`config.mk`:
```
export PLATFORM = sky130hd
export DESIGN_NAME = scan_decoder
export DESIGN_NICKNAME = d
export VERILOG_FILES = /design/src/rtl/decoder_pkg.sv /design/src/rtl/dwell_timer.sv /design/src/rtl/scan_decoder.sv
export SDC_FILE = /design/constraint.sdc
export NUM_CORES = 1
export LEC_CHECK = 0
export CAP_MARGIN = 20
export CORE_MARGIN = 3
export CORE_UTILIZATION = 31
export DETAILED_ROUTE_END_ITERATION = 12
export GPL_ROUTABILITY_DRIVEN = 0
export GPL_TIMING_DRIVEN = 1
export SLEW_MARGIN = 20
export SYNTH_ARGS = -nofsm -noshare
export SYNTH_HDL_FRONTEND = slang
export SYNTH_SLANG_ARGS = --single-unit
```
`constraint.sdc`:
```
create_clock -name clk -period 2.1 [get_ports clk]
set_input_delay 0.63 -clock clk [delete_from_list [all_inputs] [get_ports clk]]
set_output_delay 0.63 -clock clk [all_outputs]
set_load 0.005 [all_outputs]
```
`src/rtl/decoder_pkg.sv`:
```
// Shared types and helpers for the scan decoder family.
package decoder_pkg;

    localparam int unsigned MAX_SEL_W = 6;
    localparam int unsigned MAX_N     = 2 ** MAX_SEL_W;

    typedef enum logic [1:0] {
        StIdle,
        StDirect,
        StScan,
        StHold
    } dec_state_t;

    // Callers truncate the result to their own output width.
    function automatic logic [MAX_N-1:0] onehot(input logic [MAX_SEL_W-1:0] idx);
        logic [MAX_N-1:0] res;
        res      = '0;
        res[idx] = 1'b1;
        return res;
    endfunction

endpackage

```
`src/rtl/dwell_timer.sv`:
```
// Counts enabled cycles modulo DWELL; tick marks the last cycle of each dwell period.
module dwell_timer #(
    parameter int unsigned DWELL = 4
) (
    input  logic clk,
    input  logic rst,
    input  logic clr,
    input  logic run,
    output logic tick
);

    localparam int unsigned CW = (DWELL > 1) ? $clog2(DWELL) : 1;

    logic [CW-1:0] cnt_q;

    assign tick = run && (cnt_q == CW'(DWELL - 1));

    // Count freezes whenever run is low, so a paused scan resumes mid-dwell.
    always_ff @(posedge clk) begin
        if (rst || clr) begin
            cnt_q <= '0;
        end else if (run) begin
            cnt_q <= tick ? '0 : cnt_q + CW'(1);
        end
    end

endmodule

```
`src/rtl/scan_decoder.sv`:
```
// Registered binary-to-one-hot decoder with a self-running scan mode and programmable dwell.
module scan_decoder
    import decoder_pkg::*;
#(
    parameter int unsigned SEL_W = 3,
    parameter int unsigned DWELL = 4
) (
    input  logic                clk,
    input  logic                rst,
    input  logic                en,
    input  logic                mode,
    input  logic [SEL_W-1:0]    sel,
    output logic [2**SEL_W-1:0] out,
    output logic [SEL_W-1:0]    idx,
    output logic                wrap
);

    localparam int unsigned N = 2 ** SEL_W;

    function automatic logic [N-1:0] dec(input logic [SEL_W-1:0] i);
        return N'(onehot(MAX_SEL_W'(i)));
    endfunction

    dec_state_t       state_q, state_d;
    logic [N-1:0]     out_q, out_d;
    logic [SEL_W-1:0] idx_q, idx_d;
    logic [SEL_W-1:0] idx_inc;
    logic             wrap_q, wrap_d;
    logic             clr, run, tick;

    assign idx_inc = idx_q + SEL_W'(1);

    dwell_timer #(
        .DWELL(DWELL)
    ) u_dwell_timer (
        .clk (clk),
        .rst (rst),
        .clr (clr),
        .run (run),
        .tick(tick)
    );

    always_comb begin
        state_d = state_q;
        out_d   = out_q;
        idx_d   = idx_q;
        wrap_d  = 1'b0;
        clr     = 1'b0;
        run     = 1'b0;
        unique case (state_q)
            StIdle, StDirect: begin
                out_d   = '0;
                state_d = StIdle;
                if (en && !mode) begin
                    state_d = StDirect;
                    out_d   = dec(sel);
                    idx_d   = sel;
                end else if (en && mode) begin
                    state_d = StScan;
                    out_d   = dec(sel);
                    idx_d   = sel;
                    clr     = 1'b1;
                end
            end
            StScan: begin
                if (!en) begin
                    state_d = StHold;
                    out_d   = '0;
                end else if (!mode) begin
                    state_d = StDirect;
                    out_d   = dec(sel);
                    idx_d   = sel;
                end else begin
                    run = 1'b1;
                    if (tick) begin
                        idx_d  = idx_inc;
                        out_d  = dec(idx_inc);
                        wrap_d = &idx_q;
                    end
                end
            end
            StHold: begin
                out_d = '0;
                if (en && mode) begin
                    // Resume frozen position; the timer keeps its frozen count.
                    state_d = StScan;
                    out_d   = dec(idx_q);
                end else if (!mode && !en) begin
                    state_d = StIdle;
                end else if (!mode) begin
                    state_d = StDirect;
                    out_d   = dec(sel);
                    idx_d   = sel;
                end
            end
            default: state_d = StIdle;
        endcase
    end

    always_ff @(posedge clk) begin
        if (rst) begin
            state_q <= StIdle;
            out_q   <= '0;
            idx_q   <= '0;
            wrap_q  <= 1'b0;
        end else begin
            state_q <= state_d;
            out_q   <= out_d;
            idx_q   <= idx_d;
            wrap_q  <= wrap_d;
        end
    end

    assign out  = out_q;
    assign idx  = idx_q;
    assign wrap = wrap_q;

endmodule

```
# [Word level (Yosys, flattened, before mapping)]
# Index checks and enable logic that the tools add are counted.
[totals] input_bits=7 memories=0 wordCells=81 ramBits=0 latch_bits=0 regBits=16 rom_bits=0
[classes] n_mux=38 reduce_logical=15 n_eq_ne=11 n_mul=0 n_div=0 n_shift=0 bitwise=4 addsub=2 n_lt_le_gt_ge=6
[ops] op="8-bit two-way mux" count=8
[ops] op="3-bit two-way mux" count=8
[ops] op="8-bit case mux with 3 select lines" count=1
[ops] op="3-bit by 7-bit < comparator with 1-bit output (second input constant)" count=3
[ops] op="2-bit two-way mux" count=7
[ops] op="1-bit demux with 3-bit select" count=3
[ops] op="3-bit by 1-bit >= comparator with 1-bit output (second input constant)" count=3
[ops] op="1-bit two-way mux" count=9
[ops] op="3-bit case mux with 3 select lines" count=1
[ops] op="2-bit inequality test (second input constant)" count=4
[ops] op="1-bit logical AND" count=7
[ops] op="2-bit equality test (second input constant)" count=3
[ops] op="2-bit case mux with 3 select lines" count=1
[ops] op="6-bit AND reduction" count=1
[ops] op="5-bit OR reduction" count=1
[ops] op="4-bit by 3-bit inequality test with 1-bit output (second input constant)" count=1
[ops] op="1-bit NOT" count=4
[ops] op="3-bit by 1-bit adder with 3-bit output (second input constant)" count=1
[ops] op="3-bit by 2-bit inequality test with 1-bit output (second input constant)" count=1
[ops] op="3-bit inequality test (second input constant)" count=1
[ops] op="3-bit AND reduction" count=1
[ops] op="2-bit by 1-bit adder with 2-bit output (second input constant)" count=1
[ops] op="2-bit by 1-bit equality test with 1-bit output (second input constant)" count=1
[ops] op="1-bit zero test" count=2
[ops] op="3 further kinds" count=3

# [Depth between registers and ports, before layout]
# Gate-level depths: netlist of run 1.
[depth] word_depth=9 depth_mapped=7 mapped_depth_nobuf=6

# [Modules after synthesis]
# A second synthesis of run 1 with hierarchy kept.
[hier_totals] hier_cells=119 hier_area_um2=975.9
[modules_own_cells] module="scan_decoder" area_each_um2=874.6 instances=1 cells_per_inst=110
[modules_own_cells] module="dwell_timer" area_each_um2=101.3 instances=1 cells_per_inst=9

# [Worst setup path before layout of run 1]
# No wires, ideal clock.
[synth_timing] path_type="register to register" start="register idx_q[0], in the netlist idx[0]" end="register out_q[3], in the netlist out[3]" setup_ns=0.117 arrival_ns=1.532 path_stages_with_launch=8 synth_period_minus_slack_ns=1.649 path_slack_ns=0.451 cell_sequence="dfxtp_1 -> ha_1 -> ha_1 -> clkbuf_1 -> nor4b_1 -> a41oi_1 -> o21ai_0 -> a22o_1"
[synth_via] elab_chain_cells=9
[synth_rtl] item="start: declaration" line_no="scan_decoder.sv:26" text="logic [SEL_W-1:0] idx_q, idx_d;"
[synth_rtl] item="start signal: assignment" line_no="scan_decoder.sv:109" text="idx_q <= idx_d;"
[synth_rtl] item="3-bit by 1-bit adder with 3-bit output" line_no="scan_decoder.sv:31" text="assign idx_inc = idx_q + SEL_W'(1);"
[synth_rtl] item="3-bit by 7-bit < comparator with 1-bit output (not written as such) / 3-bit by 1-bit >= comparator with 1-bit output (equally long branches)" line_no="decoder_pkg.sv:18" text="res[idx] = 1'b1;"
[synth_rtl] item="1-bit logical AND (not written as such)" line_no="decoder_pkg.sv:18"
[synth_rtl] item="1-bit two-way mux (not written as such)" line_no="decoder_pkg.sv:18"
[synth_rtl] item="1-bit demux with 3-bit select" line_no="decoder_pkg.sv:18"
[synth_rtl] item="8-bit two-way mux" line_no="scan_decoder.sv:75" text="if (tick) begin"
[synth_rtl] item="8-bit two-way mux" line_no="scan_decoder.sv:69" text="end else if (!mode) begin"
[synth_rtl] item="8-bit two-way mux" line_no="scan_decoder.sv:66" text="if (!en) begin"
[synth_rtl] item="8-bit case mux with 3 select lines *" line_no="scan_decoder.sv:50" text="unique case (state_q)"
[synth_rtl] item="end signal: assignment" line_no="scan_decoder.sv:108" text="out_q <= out_d;"
[synth_rtl] item="end: declaration" line_no="scan_decoder.sv:25" text="logic [N-1:0] out_q, out_d;"
# Every way passes the cells marked *; elsewhere a longest branch is shown, timed or not. The select of a mux whose other input is x is not followed.
# A chain may end at the register's enable or synchronous reset.

# [Final worst setup path of run 1]
[layout_timing] start="register idx_q[2], in the netlist idx[2]" end="output idx[2]"
[layout_lines] item="end: declaration" line_no="scan_decoder.sv:14" text="output logic [SEL_W-1:0] idx,"
# No word-level cell between the ends.

==> results of run 1 <==
[per-layer routing]
metal / up-vias / global-route usage, % / share of wire [%]
li1: 480 / - / -
met1: 406 / 17.5 / 48
met2: 26 / 19.7 / 44
met3: 2 / 4.32 / 6.7
met4: 0 / 4.13 / 1.1
met5: - / 0 / 0
[area by class of cell]
class                   count  area (sq um)  share of cell area (%)
clock buffers               4          36.3                    2.91
inverters                   3          11.3                   0.905
multi-input cells          90           606                    48.6
flip-flops and latches     16           322                    25.8
well taps                  42          52.6                    4.22
repair buffers             23           218                    17.5
[Yosys cell counts (all sizes together), types with 2 or more instances]
| master | count | area [sq um] |
|---|---|---|
| nand2 | 8 | 32.5 |
| nand2b | 3 | 18.8 |
| nor2 | 13 | 48.8 |
| a221oi | 3 | 26.3 |
| o21ai | 5 | 28.8 |
| clkbuf | 3 | 12.5 |
| inv | 3 | 11.3 |
| a21oi | 7 | 35.0 |
| ha | 3 | 37.5 |
| nand3b | 3 | 22.5 |
| nand3 | 7 | 40.0 |
| nand4b | 2 | 23.8 |
| nor4 | 3 | 18.8 |
| nor4b | 3 | 38.8 |
| a211oi | 2 | 15.0 |
| o2bb2ai | 2 | 17.5 |
| nor3 | 6 | 35.0 |
| and2 | 2 | 12.5 |
| dfxtp | 16 | 320 |
| a22o | 3 | 26.3 |
| buf | 6 | 47.5 |
[flip-flops by register name, indices dropped and copies added, names as in the netlist]
register             flops
idx                      3
out                      8
state_q                  2
u_dwell_timer.cnt_q      2
wrap                     1
[logic make-up (layout without fill, tap and decap cells)]
| kind of cell | after synthesis | after routing | synth area share, % |
|---|---|---|---|
| and+or+nand+nor | 58 | 58 | 35.8 |
| AOI/OAI and AO/OA | 27 | 27 | 19.1 |
| DFF | 16 | 16 | 32.1 |
| buffers and inverters | 12 | 30 | 7.15 |
| adders and majority gates | 3 | 3 | 3.76 |
| muxes | 2 | 2 | 2.13 |
[report_power, final]
part           internal, uW  switching, uW
logic                  65.7           69.4
registers               315           19.2
clock network           106            116
total                   487            205
[per-stage QoR]
stage | total power [uW] | utilization [%]
floorplan | 424 | -
global placement | 475 | 41.6
detailed placement | 476 | 41.6
CTS | 698 | 42.9
global route | 729 | 42.9
finish | 692 | 42.9
[how the worst min path moves through the flow]
stage | from | endpoint | slack, ns | cells past startpoint
after floorplan | out[5]$_SDFFE_PP0P_ | out[5]$_SDFFE_PP0P_ | 0.47 | 1
after global placement | out[7]$_SDFFE_PP0P_ | out[7]$_SDFFE_PP0P_ | 0.46 | 1
after detailed placement | out[7]$_SDFFE_PP0P_ | out[7]$_SDFFE_PP0P_ | 0.47 | 1
after CTS | out[7]$_SDFFE_PP0P_ | out[7]$_SDFFE_PP0P_ | 0.49 | 1
after global routing | out[7]$_SDFFE_PP0P_ | out[7]$_SDFFE_PP0P_ | 0.51 | 1
final | out[7]$_SDFFE_PP0P_ | out[7]$_SDFFE_PP0P_ | 0.49 | 1
[timing repair]
item,CTS,global route
hold buffers,0,0
resized for setup,0,1
setup endpoints to repair,0,1
endpoints found under the hold margin,0,0
==> results.py, run 1 <==
metrics = {
    "critical_path": {
        "regToRegStartpoint": "idx[1]$_SDFFE_PP0P_",
        "critPathSlowestCell": "clkdlybuf4s50_1",
        "cp_num_cells": 1,
        "ff2ff_setup_slack_ns": 0.36,
        "worstPathCellList": "clkdlybuf4s50_1",
        "slowest_delay_ns": 0.56,
        "reg2reg_depth": 6,
        "startpoint": "idx[2]$_SDFFE_PP0P_",
        "r2r_end": "out[3]$_SDFFE_PP0P_",
        "start_kind": "flop",
        "cp_max_fo": 8,
        "critPathCapture": "idx[2]",
        "cp_data_required_time_ns": 1.47,
        "cp_top_family": "buffers and inverters",
        "critPathKind": "reg -> out",
        "arrival_ns": 1.35,
        "cp-end-kind": "primary output",
        "crit_buf_inv": 1,
    },
    "timing": {
        "slew_headroom_pct": 65.7,
        "rsz0062_at_grt": "no",
        "fin_setup_tns_ns": 0,
        "whs_ns": 0.486,
        "hold_violations": 0,
        "fin_crit_sh_pct": 94.5,
        "worst_pin_slew_ns": 0.514,
        "finalSetupViolCount": 0,
        "finClkSkew_ns": 0.0107,
        "max_freq_ghz": 0.504,
        "min_period_ns": 1.98,
        "maxSlewViolCount": 0,
        "layout_setup_ws_ns": 0.116,
    },
    "routing": {
        "via_count": 914,
        "first_pass_iters": 4,
        "wl_um": 2440,
        "antenna_left": 0,
        "avgRoutedWirePerCell_um": 13.7,
        "drtIter0Drc": 34,
        "drc_errors": 0,
        "viasPerCell": 5.13,
    },
    "finish": {
        "drive_above_1_share_pct": 12.5,
        "fill_cells": 310,
        "syn2layout_area_growth_pct": 24.8,
        "stdcell_area_sq_mm": 0.00124,
        "fin_nets": 147,
        "fin_cells": 178,
        "diodes": 0,
        "layout_commonest_cell": "clkdlybuf4s50_1",
        "layout_common_cells": "clkdlybuf4s50_1, dfxtp_1, nor2_1, a21oi_1, nand2_1",
    },
    "floorplan": {
        "dieWidth_um": 62.7,
        "die_y_um": 62.7,
        "start_util_pct": 34.4,
        "ioPinCount": 19,
        "rows": 19,
        "core_sq_mm": 0.00290,
        "die_area_sq_mm": 0.00393,
    },
    "outcome": {
        "outcome": "completed",
    },
    "clock_network": {
        "cts_tree": "built",
        "clock-sinks": 16,
        "postCtsSetupBuffers": 0,
        "htreeDepth": 1,
        "path_clk_slew_ns": 0.11,
        "clk_latency_ns": 0.31,
        "cts_buffers": 3,
        "cts_max_path_buffers": 2,
        "root_buffer": "clkbuf_4",
    },
    "pwr": {
        "ir_drop_v": 0.000252,
        "power_density_mw_per_mm2": 555,
        "p_leak_uw": 0.000453,
    },
    "logic_synthesis": {
        "syn-cell-area_sq_um": 997,
        "syn_avg_cell_area_sq_um": 8.45,
        "syn-num-nets": 128,
        "synth.distinct_cells": 45,
        "async_flop_share_pct": 0,
        "yosys_warnings": 0,
        "synth_edf_count": 0,
        "synth-seq-cells": 16,
        "synth-seq-area-share_pct": 32.1,
        "ys.flop_type": "dfxtp_1",
        "syn_inst": 118,
    },
    "grt": {
        "grt_first_pass_wirelength_um": 4120,
        "antenna_found_initial": 0,
        "grt_max_degree": 18,
        "grt_overflow": 0,
        "grt_pass1_vias": 849,
        "grt_usage_pct": 13.1,
    },
    "placement": {
        "placed_cells": 174,
        "port-buffer-count": 18,
        "postPlaceCellArea_sq_mm": 0.00121,
        "dp_slack_ns": -0.00280,
        "dp_hpwl_um": 1830,
    },
    "flow_run": {
        "cap_viol_max_count": 0,
    },
    "hold_path": {
        "hold_class": "reg -> reg",
    },
}
Power figures use the tool's default switching activity.
==> run 2, diff against run 1 <==
--- a/config.mk
+++ b/config.mk
@@ -5,6 +5,7 @@
 export SDC_FILE = /design/constraint.sdc
 export NUM_CORES = 1
 export LEC_CHECK = 0
+export ABC_AREA = 1
 export CAP_MARGIN = 20
 export CORE_MARGIN = 3
 export CORE_UTILIZATION = 31
==> run 2 against run 1 <==
  * Register-to-register slack improved by 0.09 ns
  * Clock skew down 0.0089 ns
  * Flip-flop and latch count is the same
  * Clock power shrank 8%
  * Sequential share of layout area shrank 0.28 points
  * Largest power group unchanged
==> results.py, run 2 <==
metrics = {
    "logic_synthesis": {
        "syn_avg_cell_area_sq_um": 6.26,
        "async_flop_share_pct": 0,
        "synth.top_cell.area_share_pct": 33.0,
        "synth-seq-cells": 16,
        "syn-cell-area_sq_um": 971,
        "ys_top_cells_by_area": "dfxtp_1, nand2_1, inv_1, nor2_1, nand3_1",
        "yosys_warnings": 0,
        "ys.flop_type": "dfxtp_1",
        "synth-seq-area-share_pct": 33.0,
        "yosysMostFrequentCell": "nand2_1",
        "ys_top_cells_by_count": "nand2_1, dfxtp_1, inv_1, nor2_1, nand3_1",
        "synth.distinct_cells": 19,
        "yosysTopAreaCell": "dfxtp_1",
        "syn_inst": 155,
        "syn-num-nets": 165,
        "synth_edf_count": 0,
    },
    "floorplan": {
        "die_y_um": 62.0,
        "rows": 19,
        "start_util_pct": 33.8,
        "die_area_sq_mm": 0.00384,
        "ioPinCount": 19,
        "dieWidth_um": 62.0,
        "core_sq_mm": 0.00288,
    },
    "routing": {
        "antenna_left": 0,
        "first_pass_iters": 4,
        "drtIter0Drc": 33,
        "viasPerCell": 4.65,
        "avgRoutedWirePerCell_um": 11.0,
        "wl_um": 2420,
        "drc_errors": 0,
        "via_count": 1023,
    },
    "clock_network": {
        "root_buffer": "clkbuf_4",
        "postCtsSetupBuffers": 0,
        "cts_tree": "built",
        "htreeDepth": 1,
        "clk_latency_ns": 0.29,
        "ctsHoldBuffers": 0,
        "clock-sinks": 16,
        "path_clk_slew_ns": 0.09,
        "cts_resized": 0,
        "cts_max_path_buffers": 2,
        "cts_buffers": 3,
    },
    "timing": {
        "hold_violations": 0,
        "fin_crit_sh_pct": 94.0,
        "worst_pin_slew_ns": 0.339,
        "finalSetupViolCount": 0,
        "maxSlewViolCount": 0,
        "min_period_ns": 1.97,
        "fin_setup_tns_ns": 0,
        "slew_headroom_pct": 77.3,
        "rsz0062_at_grt": "no",
        "finClkSkew_ns": 0.00182,
        "max_freq_ghz": 0.506,
    },
    "finish": {
        "multiInputGateArea_sq_um": 582,
        "stdcell_area_sq_mm": 0.00125,
        "syn2layout_area_growth_pct": 29.1,
        "largest_reg_flops": 8,
        "fin_nets": 189,
        "drive_above_1_share_pct": 11.2,
        "diodes": 0,
        "layout_commonest_cell": "nand2_1",
        "layout_common_cells": "nand2_1, clkdlybuf4s50_1, dfxtp_1, inv_1, nor2_1",
        "fill_cells": 316,
        "regArea_sq_um": 320,
    },
    "grt": {
        "grt_usage_pct": 14.3,
        "grt_overflow": 0,
        "grt_max_degree": 10,
        "grt_pass1_vias": 925,
        "antenna_found_initial": 0,
        "grt_first_pass_wirelength_um": 4060,
    },
    "critical_path": {
        "slowest_delay_ns": 0.56,
        "cp_num_cells": 1,
        "regToRegStartpoint": "idx[0]$_SDFFE_PP0P_",
        "cp_top_family": "buffers and inverters",
        "cp_max_fo": 8,
        "critPathCapture": "idx[1]",
        "crit_buf_inv": 1,
        "reg2reg_depth": 10,
        "cp-end-kind": "primary output",
        "start_kind": "flop",
        "arrival_ns": 1.34,
        "startpoint": "idx[1]$_SDFFE_PP0P_",
        "ff2ff_setup_slack_ns": 0.45,
        "critPathSlowestCell": "clkdlybuf4s50_1",
        "critPathKind": "reg -> out",
        "worstPathCellList": "clkdlybuf4s50_1",
        "cp_data_required_time_ns": 1.47,
        "r2r_end": "out[4]$_SDFFE_PP0P_",
    },
    "pwr": {
        "p_total_uw": 676,
        "p_leak_uw": 0.000575,
        "p_switching_uw": 196,
        "intPower_uw": 479,
        "power_density_mw_per_mm2": 539,
        "ir_drop_v": 0.000177,
        "seqPwrFrac_pct": 49.1,
        "clkPwrFrac_pct": 30.2,
        "power.share.switching_pct": 29.1,
        "pwr-share-comb_pct": 20.7,
    },
    "flow_run": {
        "cap_viol_max_count": 0,
    },
    "placement": {
        "port-buffer-count": 18,
        "postPlaceCellArea_sq_mm": 0.00122,
        "dp_hpwl_um": 1990,
    },
    "hold_path": {
        "hold_class": "reg -> reg",
    },
    "outcome": {
        "outcome": "completed",
    },
}
-- run 2: cells by family (layout without fill, tap and decap cells) --
group | count (synthesis) | count (layout) | synth area share [%]
AOI/OAI and AO/OA | 24 | 24 | 14.8
adders and majority gates | 3 | 3 | 3.87
DFF | 16 | 16 | 33.0
buffers and inverters | 18 | 41 | 7.09
and+or+nand+nor | 94 | 94 | 41.2
-- run 2: worst min-delay path by stage --
stage                                        startpoint                                   to  slack, ns  cells past startpoint
finish                              out[1]$_SDFFE_PP0P_                  out[1]$_SDFFE_PP0P_       0.46                      2
global route                        out[1]$_SDFFE_PP0P_                  out[1]$_SDFFE_PP0P_       0.50                      2
CTS                                 out[1]$_SDFFE_PP0P_                  out[1]$_SDFFE_PP0P_       0.47                      2
detailed placement                  out[1]$_SDFFE_PP0P_                  out[1]$_SDFFE_PP0P_       0.46                      2
global placement                    out[7]$_SDFFE_PP0P_                  out[7]$_SDFFE_PP0P_       0.46                      2
floorplan           u_dwell_timer.cnt_q[1]$_SDFFE_PP0P_  u_dwell_timer.cnt_q[1]$_SDFFE_PP0P_       0.46                      2
-- run 2: cell type report --
class                           count  share of cell area (%)
Clock buffer                        4                    2.89
Timing Repair Buffer               21                    16.2
Inverter                           16                    4.79
Multi-Input combinational cell    121                    46.4
Tap cell                           42                    4.19
Sequential cell                    16                    25.5
-- run 2: routing by layer --
layer	routed length [um]	global-route usage (%)
met5	0	0
met4	16	5.76
met3	97	2.48
met2	1180	23.7
met1	1120	18.2
-- run 2: per-stage QoR --
stage               setup WS [ns]  hold WS (ns)  utilization (%)  cells
global route               0.0544         0.503             43.6    220
global placement            0.157         0.458             42.3    216
finish                      0.125         0.464             43.6    220
floorplan                   0.643         0.457                -    155
CTS                         0.110         0.471             43.6    220
detailed placement          0.113         0.457             42.3    216
-- run 2: power by group through the flow --
stage | clock network (uW) | registers (uW) | logic, uW
global route | 228 | 334 | 160
detailed placement | 0 | 339 | 140
finish | 204 | 332 | 140
floorplan | 0 | 335 | 85.7
CTS | 210 | 332 | 141
global placement | 0 | 338 | 137
